**config.mk**
```make
export PLATFORM = sky130hd
export DESIGN_NAME = pipeline_hazard_ctrl_flat
export DESIGN_NICKNAME = d
export VERILOG_FILES = /design/src/rtl/pipeline_hazard_ctrl_if.sv /design/src/rtl/pipeline_hazard_ctrl.sv /design/src/flat_wrapper.sv
export SDC_FILE = /design/constraint.sdc
export NUM_CORES = 1
export LEC_CHECK = 0
export BUFFER_PORTS_ARGS = -buffer_cell sky130_fd_sc_hd__buf_4
export CORE_ASPECT_RATIO = 0.7
export CORE_UTILIZATION = 34
export CTS_CLUSTER_SIZE = 30
export DETAILED_ROUTE_END_ITERATION = 16
export SLEW_MARGIN = 15
export SYNTH_ARGS = -nofsm -noshare
export SYNTH_HDL_FRONTEND = slang
export SYNTH_SLANG_ARGS = --single-unit
```
**constraint.sdc**
```tcl
create_clock -name clk -period 2.4 [get_ports clk]
set_clock_uncertainty 0.15 [all_clocks]
set_input_delay 0.24 -clock clk [delete_from_list [all_inputs] [get_ports clk]]
set_output_delay 0.24 -clock clk [all_outputs]
set_load 0.01 [all_outputs]
```
**src/rtl/pipeline_hazard_ctrl_if.sv**
```systemverilog
// pipeline_hazard_ctrl_if
//   Bundles the decoded-field inputs and the latch-control outputs of the
//   pipeline hazard controller.
//   master : pipeline/decoder side (drives decoded fields, sees controls)
//   slave  : hazard controller (sees decoded fields, drives controls)
//   Signals:
//     fd_src1/fd_src2/fd_src_vld     F/D source registers and read flags
//     dx_opcode/dx_aluop/dx_rd       D/X opcode, aluop, destination
//     br_taken_x                     X-stage taken branch/jump/jr/bex
//     md_ready                       mult/div result valid
//     pc_en/fd_en/dx_en/xm_en/mw_en  latch enables
//     fd_flush/dx_flush/xm_flush     latch loads NOP at next edge
//     md_start/md_busy/md_err        mult/div sequencing status
//     stall_cnt                      saturating count of pc_en=0 cycles
interface pipeline_hazard_ctrl_if #(
  parameter int unsigned CNT_W = 16
);
  logic [4:0]       fd_src1;
  logic [4:0]       fd_src2;
  logic [1:0]       fd_src_vld;
  logic [4:0]       dx_opcode;
  logic [4:0]       dx_aluop;
  logic [4:0]       dx_rd;
  logic             br_taken_x;
  logic             md_ready;
  logic             pc_en;
  logic             fd_en;
  logic             dx_en;
  logic             xm_en;
  logic             mw_en;
  logic             fd_flush;
  logic             dx_flush;
  logic             xm_flush;
  logic             md_start;
  logic             md_busy;
  logic             md_err;
  logic [CNT_W-1:0] stall_cnt;

  modport master (
    output fd_src1, fd_src2, fd_src_vld, dx_opcode, dx_aluop, dx_rd,
           br_taken_x, md_ready,
    input  pc_en, fd_en, dx_en, xm_en, mw_en, fd_flush, dx_flush, xm_flush,
           md_start, md_busy, md_err, stall_cnt
  );

  modport slave (
    input  fd_src1, fd_src2, fd_src_vld, dx_opcode, dx_aluop, dx_rd,
           br_taken_x, md_ready,
    output pc_en, fd_en, dx_en, xm_en, mw_en, fd_flush, dx_flush, xm_flush,
           md_start, md_busy, md_err, stall_cnt
  );
endinterface

```
**src/rtl/pipeline_hazard_ctrl.sv**
```systemverilog
// pipeline_hazard_ctrl
//   Central stall/flush controller for the 5-stage pipeline. Detects
//   load-use hazards, squashes wrong-path instructions on taken X-stage
//   branches, and sequences the multi-cycle mult/div unit (IDLE/BUSY).
//   Ports:
//     clk   pipeline clock, rising edge
//     clrn  asynchronous active-low reset
//     bus   pipeline_hazard_ctrl_if.slave (decoded fields in, controls out)
//   Parameters:
//     CNT_W       width of the saturating stall-cycle counter
//     MD_TIMEOUT  BUSY cycles before forced release (timeout build only)
//   Build option:
//     HAZARD_MD_TIMEOUT_EN  when defined, a BUSY-cycle timer forces release
//                           after MD_TIMEOUT cycles and sets sticky md_err;
//                           otherwise BUSY waits for md_ready indefinitely.
module pipeline_hazard_ctrl #(
  parameter int unsigned CNT_W      = 16,
  parameter int unsigned MD_TIMEOUT = 40
) (
  input logic                   clk,
  input logic                   clrn,
  pipeline_hazard_ctrl_if.slave bus
);

  typedef enum logic {IDLE, BUSY} md_state_t;

  md_state_t        state;
  logic [CNT_W-1:0] cnt;
  logic             dx_load;
  logic             dx_md;
  logic             lu_haz;
  logic             tmo;
  logic             err;
  logic             release_md;

  logic pc_en_c, fd_en_c, dx_en_c;
  logic fd_flush_c, dx_flush_c, xm_flush_c, md_start_c;

  if (MD_TIMEOUT < 1) begin : g_bad_timeout
    $error("MD_TIMEOUT must be at least 1");
  end

  assign dx_load = (bus.dx_opcode == 5'b01000);
  assign dx_md   = (bus.dx_opcode == 5'b00000) &&
                   (bus.dx_aluop == 5'b00110 || bus.dx_aluop == 5'b00111);
  assign lu_haz  = dx_load && (bus.dx_rd != 5'd0) &&
                   ((bus.fd_src_vld[0] && bus.fd_src1 == bus.dx_rd) ||
                    (bus.fd_src_vld[1] && bus.fd_src2 == bus.dx_rd));

`ifdef HAZARD_MD_TIMEOUT_EN
  localparam int unsigned TMR_W = $clog2(MD_TIMEOUT + 1);
  logic [TMR_W-1:0] tmr;

  // tmr holds the number of BUSY cycles already completed, so the cycle on
  // which it equals MD_TIMEOUT-1 is the MD_TIMEOUT-th BUSY cycle.
  assign tmo = (state == BUSY) && !bus.md_ready &&
               (tmr == TMR_W'(MD_TIMEOUT - 1));

  always_ff @(posedge clk or negedge clrn) begin
    if (!clrn) begin
      tmr <= '0;
      err <= 1'b0;
    end else begin
      if (state == IDLE || release_md) tmr <= '0;
      else                             tmr <= tmr + 1'b1;
      if (tmo) err <= 1'b1;
    end
  end
`else
  assign tmo = 1'b0;
  assign err = 1'b0;
`endif

  assign release_md = bus.md_ready || tmo;

  always_comb begin
    pc_en_c    = 1'b1;
    fd_en_c    = 1'b1;
    dx_en_c    = 1'b1;
    fd_flush_c = 1'b0;
    dx_flush_c = 1'b0;
    xm_flush_c = 1'b0;
    md_start_c = 1'b0;
    case (state)
      IDLE: begin
        if (bus.br_taken_x) begin
          // Wrong-path squash also kills a mult/div sitting in D/X.
          fd_flush_c = 1'b1;
          dx_flush_c = 1'b1;
        end else if (dx_md) begin
          md_start_c = 1'b1;
          pc_en_c    = 1'b0;
          fd_en_c    = 1'b0;
          dx_en_c    = 1'b0;
          xm_flush_c = 1'b1;
        end else if (lu_haz) begin
          pc_en_c    = 1'b0;
          fd_en_c    = 1'b0;
          dx_flush_c = 1'b1;
        end
      end
      BUSY: begin
        // Release cycle leaves everything enabled so X/M captures the result.
        if (!release_md) begin
          pc_en_c    = 1'b0;
          fd_en_c    = 1'b0;
          dx_en_c    = 1'b0;
          xm_flush_c = 1'b1;
        end
      end
    endcase
  end

  always_ff @(posedge clk or negedge clrn) begin
    if (!clrn) begin
      state <= IDLE;
      cnt   <= '0;
    end else begin
      case (state)
        IDLE: if (dx_md && !bus.br_taken_x) state <= BUSY;
        BUSY: if (release_md)               state <= IDLE;
      endcase
      if (!pc_en_c && cnt != '1) cnt <= cnt + 1'b1;
    end
  end

  assign bus.pc_en     = pc_en_c;
  assign bus.fd_en     = fd_en_c;
  assign bus.dx_en     = dx_en_c;
  assign bus.xm_en     = 1'b1;
  assign bus.mw_en     = 1'b1;
  assign bus.fd_flush  = fd_flush_c;
  assign bus.dx_flush  = dx_flush_c;
  assign bus.xm_flush  = xm_flush_c;
  assign bus.md_start  = md_start_c;
  assign bus.md_busy   = (state == BUSY);
  assign bus.md_err    = err;
  assign bus.stall_cnt = cnt;

endmodule

```
**src/flat_wrapper.sv**
```systemverilog
// flat-port wrapper written by rule: the top's interface ports become plain ports
module pipeline_hazard_ctrl_flat 
#(
  parameter int unsigned CNT_W      = 16,
  parameter int unsigned MD_TIMEOUT = 40
)
  (clk, clrn, bus_fd_src1, bus_fd_src2, bus_fd_src_vld, bus_dx_opcode, bus_dx_aluop, bus_dx_rd, bus_br_taken_x, bus_md_ready, bus_pc_en, bus_fd_en, bus_dx_en, bus_xm_en, bus_mw_en, bus_fd_flush, bus_dx_flush, bus_xm_flush, bus_md_start, bus_md_busy, bus_md_err, bus_stall_cnt);
  pipeline_hazard_ctrl_if #(.CNT_W(CNT_W)) bus_i ();
  input logic clk;
  input logic clrn;
  input wire logic [$bits(bus_i.fd_src1)-1:0] bus_fd_src1;
  input wire logic [$bits(bus_i.fd_src2)-1:0] bus_fd_src2;
  input wire logic [$bits(bus_i.fd_src_vld)-1:0] bus_fd_src_vld;
  input wire logic [$bits(bus_i.dx_opcode)-1:0] bus_dx_opcode;
  input wire logic [$bits(bus_i.dx_aluop)-1:0] bus_dx_aluop;
  input wire logic [$bits(bus_i.dx_rd)-1:0] bus_dx_rd;
  input wire logic [$bits(bus_i.br_taken_x)-1:0] bus_br_taken_x;
  input wire logic [$bits(bus_i.md_ready)-1:0] bus_md_ready;
  output wire logic [$bits(bus_i.pc_en)-1:0] bus_pc_en;
  output wire logic [$bits(bus_i.fd_en)-1:0] bus_fd_en;
  output wire logic [$bits(bus_i.dx_en)-1:0] bus_dx_en;
  output wire logic [$bits(bus_i.xm_en)-1:0] bus_xm_en;
  output wire logic [$bits(bus_i.mw_en)-1:0] bus_mw_en;
  output wire logic [$bits(bus_i.fd_flush)-1:0] bus_fd_flush;
  output wire logic [$bits(bus_i.dx_flush)-1:0] bus_dx_flush;
  output wire logic [$bits(bus_i.xm_flush)-1:0] bus_xm_flush;
  output wire logic [$bits(bus_i.md_start)-1:0] bus_md_start;
  output wire logic [$bits(bus_i.md_busy)-1:0] bus_md_busy;
  output wire logic [$bits(bus_i.md_err)-1:0] bus_md_err;
  output wire logic [$bits(bus_i.stall_cnt)-1:0] bus_stall_cnt;
  assign bus_i.fd_src1 = bus_fd_src1;
  assign bus_i.fd_src2 = bus_fd_src2;
  assign bus_i.fd_src_vld = bus_fd_src_vld;
  assign bus_i.dx_opcode = bus_dx_opcode;
  assign bus_i.dx_aluop = bus_dx_aluop;
  assign bus_i.dx_rd = bus_dx_rd;
  assign bus_i.br_taken_x = bus_br_taken_x;
  assign bus_i.md_ready = bus_md_ready;
  assign bus_pc_en = bus_i.pc_en;
  assign bus_fd_en = bus_i.fd_en;
  assign bus_dx_en = bus_i.dx_en;
  assign bus_xm_en = bus_i.xm_en;
  assign bus_mw_en = bus_i.mw_en;
  assign bus_fd_flush = bus_i.fd_flush;
  assign bus_dx_flush = bus_i.dx_flush;
  assign bus_xm_flush = bus_i.xm_flush;
  assign bus_md_start = bus_i.md_start;
  assign bus_md_busy = bus_i.md_busy;
  assign bus_md_err = bus_i.md_err;
  assign bus_stall_cnt = bus_i.stall_cnt;
  pipeline_hazard_ctrl #(.CNT_W(CNT_W), .MD_TIMEOUT(MD_TIMEOUT)) u_core (.clk(clk), .clrn(clrn), .bus(bus_i));
endmodule
```
-- Yosys cells after proc, flatten, opt, wreduce, memory -nomap -nowiden
Index checks and enable logic that the tools add are counted.
- eq/ne operators: 6
- bitwise gates (word level): 1
- reduce and logical (&&, ||, !) cells: 13
- add/sub/neg operators: 1
- mux-type cells: 21
- operators by type and width (kind ; count):
    1-bit 2-to-1 mux ; 17
    16-bit by 1-bit adder with 16-bit output (second input constant) ; 1
    16-bit != test (second input constant) ; 1
    5-bit by 3-bit == test with 1-bit output (second input constant) ; 2
    5-bit == test ; 2
    1-bit one-hot mux with 2 select lines ; 4
    1-bit logical AND ; 7
    5-bit by 4-bit == test with 1-bit output (second input constant) ; 1
    5-bit logical NOT ; 1
    5-bit nonzero test ; 1
    1-bit logical NOT ; 2
    1-bit logical OR ; 2
    1-bit NOT ; 1
- output and inout port bits: 27
- input port bits: 31
- word-level logic and storage cells: 44
- register bits after elaboration: 17

-- Logic depth before layout (Yosys ltp)
- depth after elaboration: 10
- gate-level depth with buffers: 8

-- Worst setup path before layout
OpenSTA, ideal clock, no wires.
- path type: input to output
- start: input bus_dx_opcode[4]
- end: output bus_pc_en
- stages: 7
- required time: 2010 ps
- setup slack: 241 ps
- data arrival time: 1769 ps
- buffers on the path: 2
- cells stage by stage: or4_4 nor4_4 a21oi_2 o21ai_4 buf_12 inv_1 buf_4
- word-level cells in the longest chain between the ends: 7
- ends and longest elaborated chain (item ; line ; source):
    start, declared ; flat_wrapper.sv:14 ; input wire logic [$bits(bus_i.dx_opcode)-1:0] bus_dx_opcode;
    5-bit by 4-bit == test with 1-bit output ; pipeline_hazard_ctrl.sv:43 ; assign dx_load = (bus.dx_opcode == 5'b01000);
    1-bit logical AND (2 in a row) ; pipeline_hazard_ctrl.sv:46 ; assign lu_haz = dx_load && (bus.dx_rd != 5'd0) &&
    1-bit 2-to-1 mux ; - ;
    1-bit 2-to-1 mux * (2 in a row) ; - ;
    1-bit one-hot mux with 2 select lines * ; - ;
    end, declared ; flat_wrapper.sv:19 ; output wire logic [$bits(bus_i.pc_en)-1:0] bus_pc_en;
Every way passes the cells marked *; elsewhere a longest branch is shown, timed or not.

-- Final worst setup path
- start: input bus_dx_opcode[4]
- end: output bus_pc_en
- word-level cells in the longest chain between the ends: 7
- ends and longest elaborated chain (item ; line ; source):
    5-bit by 4-bit == test with 1-bit output ; pipeline_hazard_ctrl.sv:43 ;
    1-bit logical AND (2 in a row) ; pipeline_hazard_ctrl.sv:46 ;
    1-bit 2-to-1 mux ; pipeline_hazard_ctrl.sv:96 ; end else if (lu_haz) begin
    1-bit 2-to-1 mux * ; pipeline_hazard_ctrl.sv:90 ; end else if (dx_md) begin
    1-bit 2-to-1 mux * ; pipeline_hazard_ctrl.sv:86 ; if (bus.br_taken_x) begin
    1-bit one-hot mux with 2 select lines * ; pipeline_hazard_ctrl.sv:84 ; case (state)
Marks and branches as above.

==> reports/summary.txt <==
CP peak stage delay = 540 ps
Clock power frac = 35.9%
CTS buffer count = 3
Worst EP arrival = 1740 ps
Pre-CTS setup slack = 213.4 ps
Die X = 71.40 um
Largest family of logic cells by synthesized area = simple AND/OR/NAND/NOR gates
Worst hold path type = in -> reg
Largest net degree at the start of global routing = 18
Nature of the critical path endpoint = output port
Worst Setup Start Kind = input pin
Setup ws final = 273.8 ps
Run status = finished, violations left
Switching power = 0.1398 mW
Seq/Total Area, Yosys = 37.12%
Synth Cell Area = 0.001146 mm^2
Multiplexer share of the synthesized area = 1.310%
Post-CTS setup buffer count = 0
Comb pwr share = 15.3%
Final nets = 200
Root Driver = clkbuf_8
Fin util = 50.78%
Initial antenna violation count = 0
Post-DR vias/cell = 4.815
Final Setup Violations = 0
Top cell by count, worst path = buf_4
DP Area = 0.001565 mm^2
Syn-to-layout area delta = 41.38%
First-pass GRT wire length = 4623 um
Antenna Nets Post-Route = 0
Synth top area share = 37.12%
GRT overflow = 0
Post-Syn Area per Cell = 10.23 um^2
Failing checks = DRC
Worst-path maximum fanout = 17
Core area = 0.003191 mm^2
Family with the most delay on the worst path = simple AND/OR/NAND/NOR gates
Switching Fraction = 23.34%
Simple-gate area share of the yosys netlist = 29.26%
Synth area leaders = dfrtp_1 (37%), xnor2_1 (12%), nand3_2 (7.0%)
YS warnings = 0
P_leak = 0.7591 nW
Final wirelength = 2750 um
Final antenna diode count = 0
Max Cap Viol = 0
Vias in the first global route = 934
Post-synth EDFFs = 0
Fraction of the mapped netlist area in adder cells = 1.092%
GP Congestion = 0.7213
Share of power burned in registers = 48.8%
FF-to-FF path depth = 8
CTS H-Tree Depth = 1
Setup TNS = 0 ps
Power Total = 0.5993 mW
Starting DRT DRC Count = 31
Starting Density = 35.92%
Wire per inst = 13.41 um
Port bufs = 53
GRT Total Usage = 16.75%
Die Ht = 50.58 um
Crit path cell chain = buf_4, or4_4, nor4_4, a21oi_2, o21ai_4, buf_12, inv_1, buf_4
WP buf/inv = 4
Footprint of the multi-input gates = 651.9 um^2
Final worst path period share = 88.59%
Synth Area in Compound Gates = 5.895%
Register area = 425.4 um^2
Critical-path top delay cell = or4_4
PwrDens = 369.9 mW/mm^2
Layout fillers = 301
VDD IR max = 0.1765 mV
Finished Cell Area = 0.001620 mm^2
Final Max Slew Viols = 0
DRC = 1
Top Ports = 58
Worst-path clk slew = 60 ps
RR Endpoint = u_core.bus.stall_cnt[3]
TritonCTS Sinks = 17
FP Rows = 17
Setup crit start = bus_dx_opcode[4]
Flops & latches, synth = 17
Synth area leader = dfrtp_1
Setup CP Type = in -> out
Hold_buf cts = 1
Via count = 987
Final hold vios = 0
Pre-antenna DRT Iters = 10
Hold_ws = 202.3 ps
Syn Inst Count = 112
CTS Buffer Depth = 2
CTS tree = built
Post-CTS sizing = 0
Distinct cells, synth = 33
Dpl cells = 200
Share of cells above drive strength 1 = 43.71%
RSZ-0062 raised after global routing = no
Fraction of registers with async set or reset after synthesis = 100.0%
XOR/XNOR share of the synthesized area = 18.34%
Worst r2r src = u_core.bus.stall_cnt[0]
Fmax = 470.3 MHz
Tmin final = 2126 ps
Layout Cells excl Fill = 205
Critical Path RT = 2010 ps
Crit path depth = 8
Worst-skew pair later-pin latency = 250 ps
Prevailing post-synth register cell = dfrtp_1
Full die area = 0.003611 mm^2
Worst R2R Setup Slack = 350 ps
Detailed placement HPWL = 2186 um
Internal Power = 0.4594 mW
Worst Setup EP = bus_pc_en
[layer usage]
metal	track usage (%)	share of wire, %
met5	0	0
met4	5.333	1.6
met3	4.618	3.7
met2	24.44	45
met1	23.76	49
[power groups by stage]
stage               Clock [mW]  Combinational, mW  Sequential [mW]
CTS                      0.225             0.0916            0.293
global route             0.246             0.0983            0.293
detailed placement           0             0.0896            0.298
finish                   0.215             0.0914            0.293
floorplan                    0             0.0320            0.299
global placement             0             0.0875            0.298
[worst min path at each step]
stage	start	slack, ps	depth (start not counted)	endpoint
2_1_floorplan	clrn	-210	0	u_core.bus.md_busy
3_3_place_gp	clrn	-30	1	u_core.bus.stall_cnt[14]
3_5_place_dp	clrn	-30	1	u_core.bus.stall_cnt[12]
4_1_cts	bus_md_ready	190	4	u_core.bus.md_busy
5_1_grt	bus_md_ready	210	4	u_core.bus.md_busy
6_report	bus_md_ready	200	4	u_core.bus.md_busy
[area by class of cell]
cell class	count	share of cell area, %
inverter	4	0.9266
clock buffer	4	2.780
tap	38	2.934
sequential	17	26.25
multi-input combinational	86	40.23
timing repair buffer	56	26.87
[registers in the layout (all words and copies together), names as in the netlist]
signal / flops
u_core.bus.stall_cnt: 16
u_core.bus.md_busy: 1
[cell usage after synthesis, types with 2 or more instances]
master and instances:
nand2b_1 2, nand3_1 3, nor4_1 3, a21oi_1 3, nand3_2 8, xnor2_1 16, and3_1 8, nor2_1 6
buf_4 5, inv_1 4, conb_1 2, nand4_1 4, xor2_1 8, dfrtp_1 17, nand2_1 5
[placed cells by master, fill, tap and decap left out, types with 2 or more instances in the layout]
master / Yosys / layout
a21oi_1: 3 / 3
and3_1: 8 / 8
buf_4: 5 / 54
clkbuf_8: 0 / 3
conb_1: 2 / 3
dfrtp_1: 17 / 17
inv_1: 4 / 4
nand2_1: 5 / 5
nand2b_1: 2 / 2
nand3_1: 3 / 3
nand3_2: 8 / 8
nand4_1: 4 / 4
nor2_1: 6 / 6
nor4_1: 3 / 3
xnor2_1: 16 / 16
xor2_1: 8 / 8
[logic make-up (layout without fill, tap and decap cells)]
group,count (synthesis),in the layout
AO/OA/AOI/OAI,8,8
AND/OR/NAND/NOR,49,49
other,2,3
buffers and inverters,10,64
flip-flops,17,17
adder cells (fa/ha/maj),1,1
multiplexers,1,1
XOR/XNOR,24,24
[worst register-to-register path, delay by kind of cell, from the launching register on]
family	cells	cell delay, ps
buffers and inverters	1	270
AND/OR/NAND/NOR	5	820
XOR/XNOR	1	120
adder cells (fa/ha/maj)	1	210
flip-flops	1	410
Note: power is estimated with default switching activity, not from simulation.
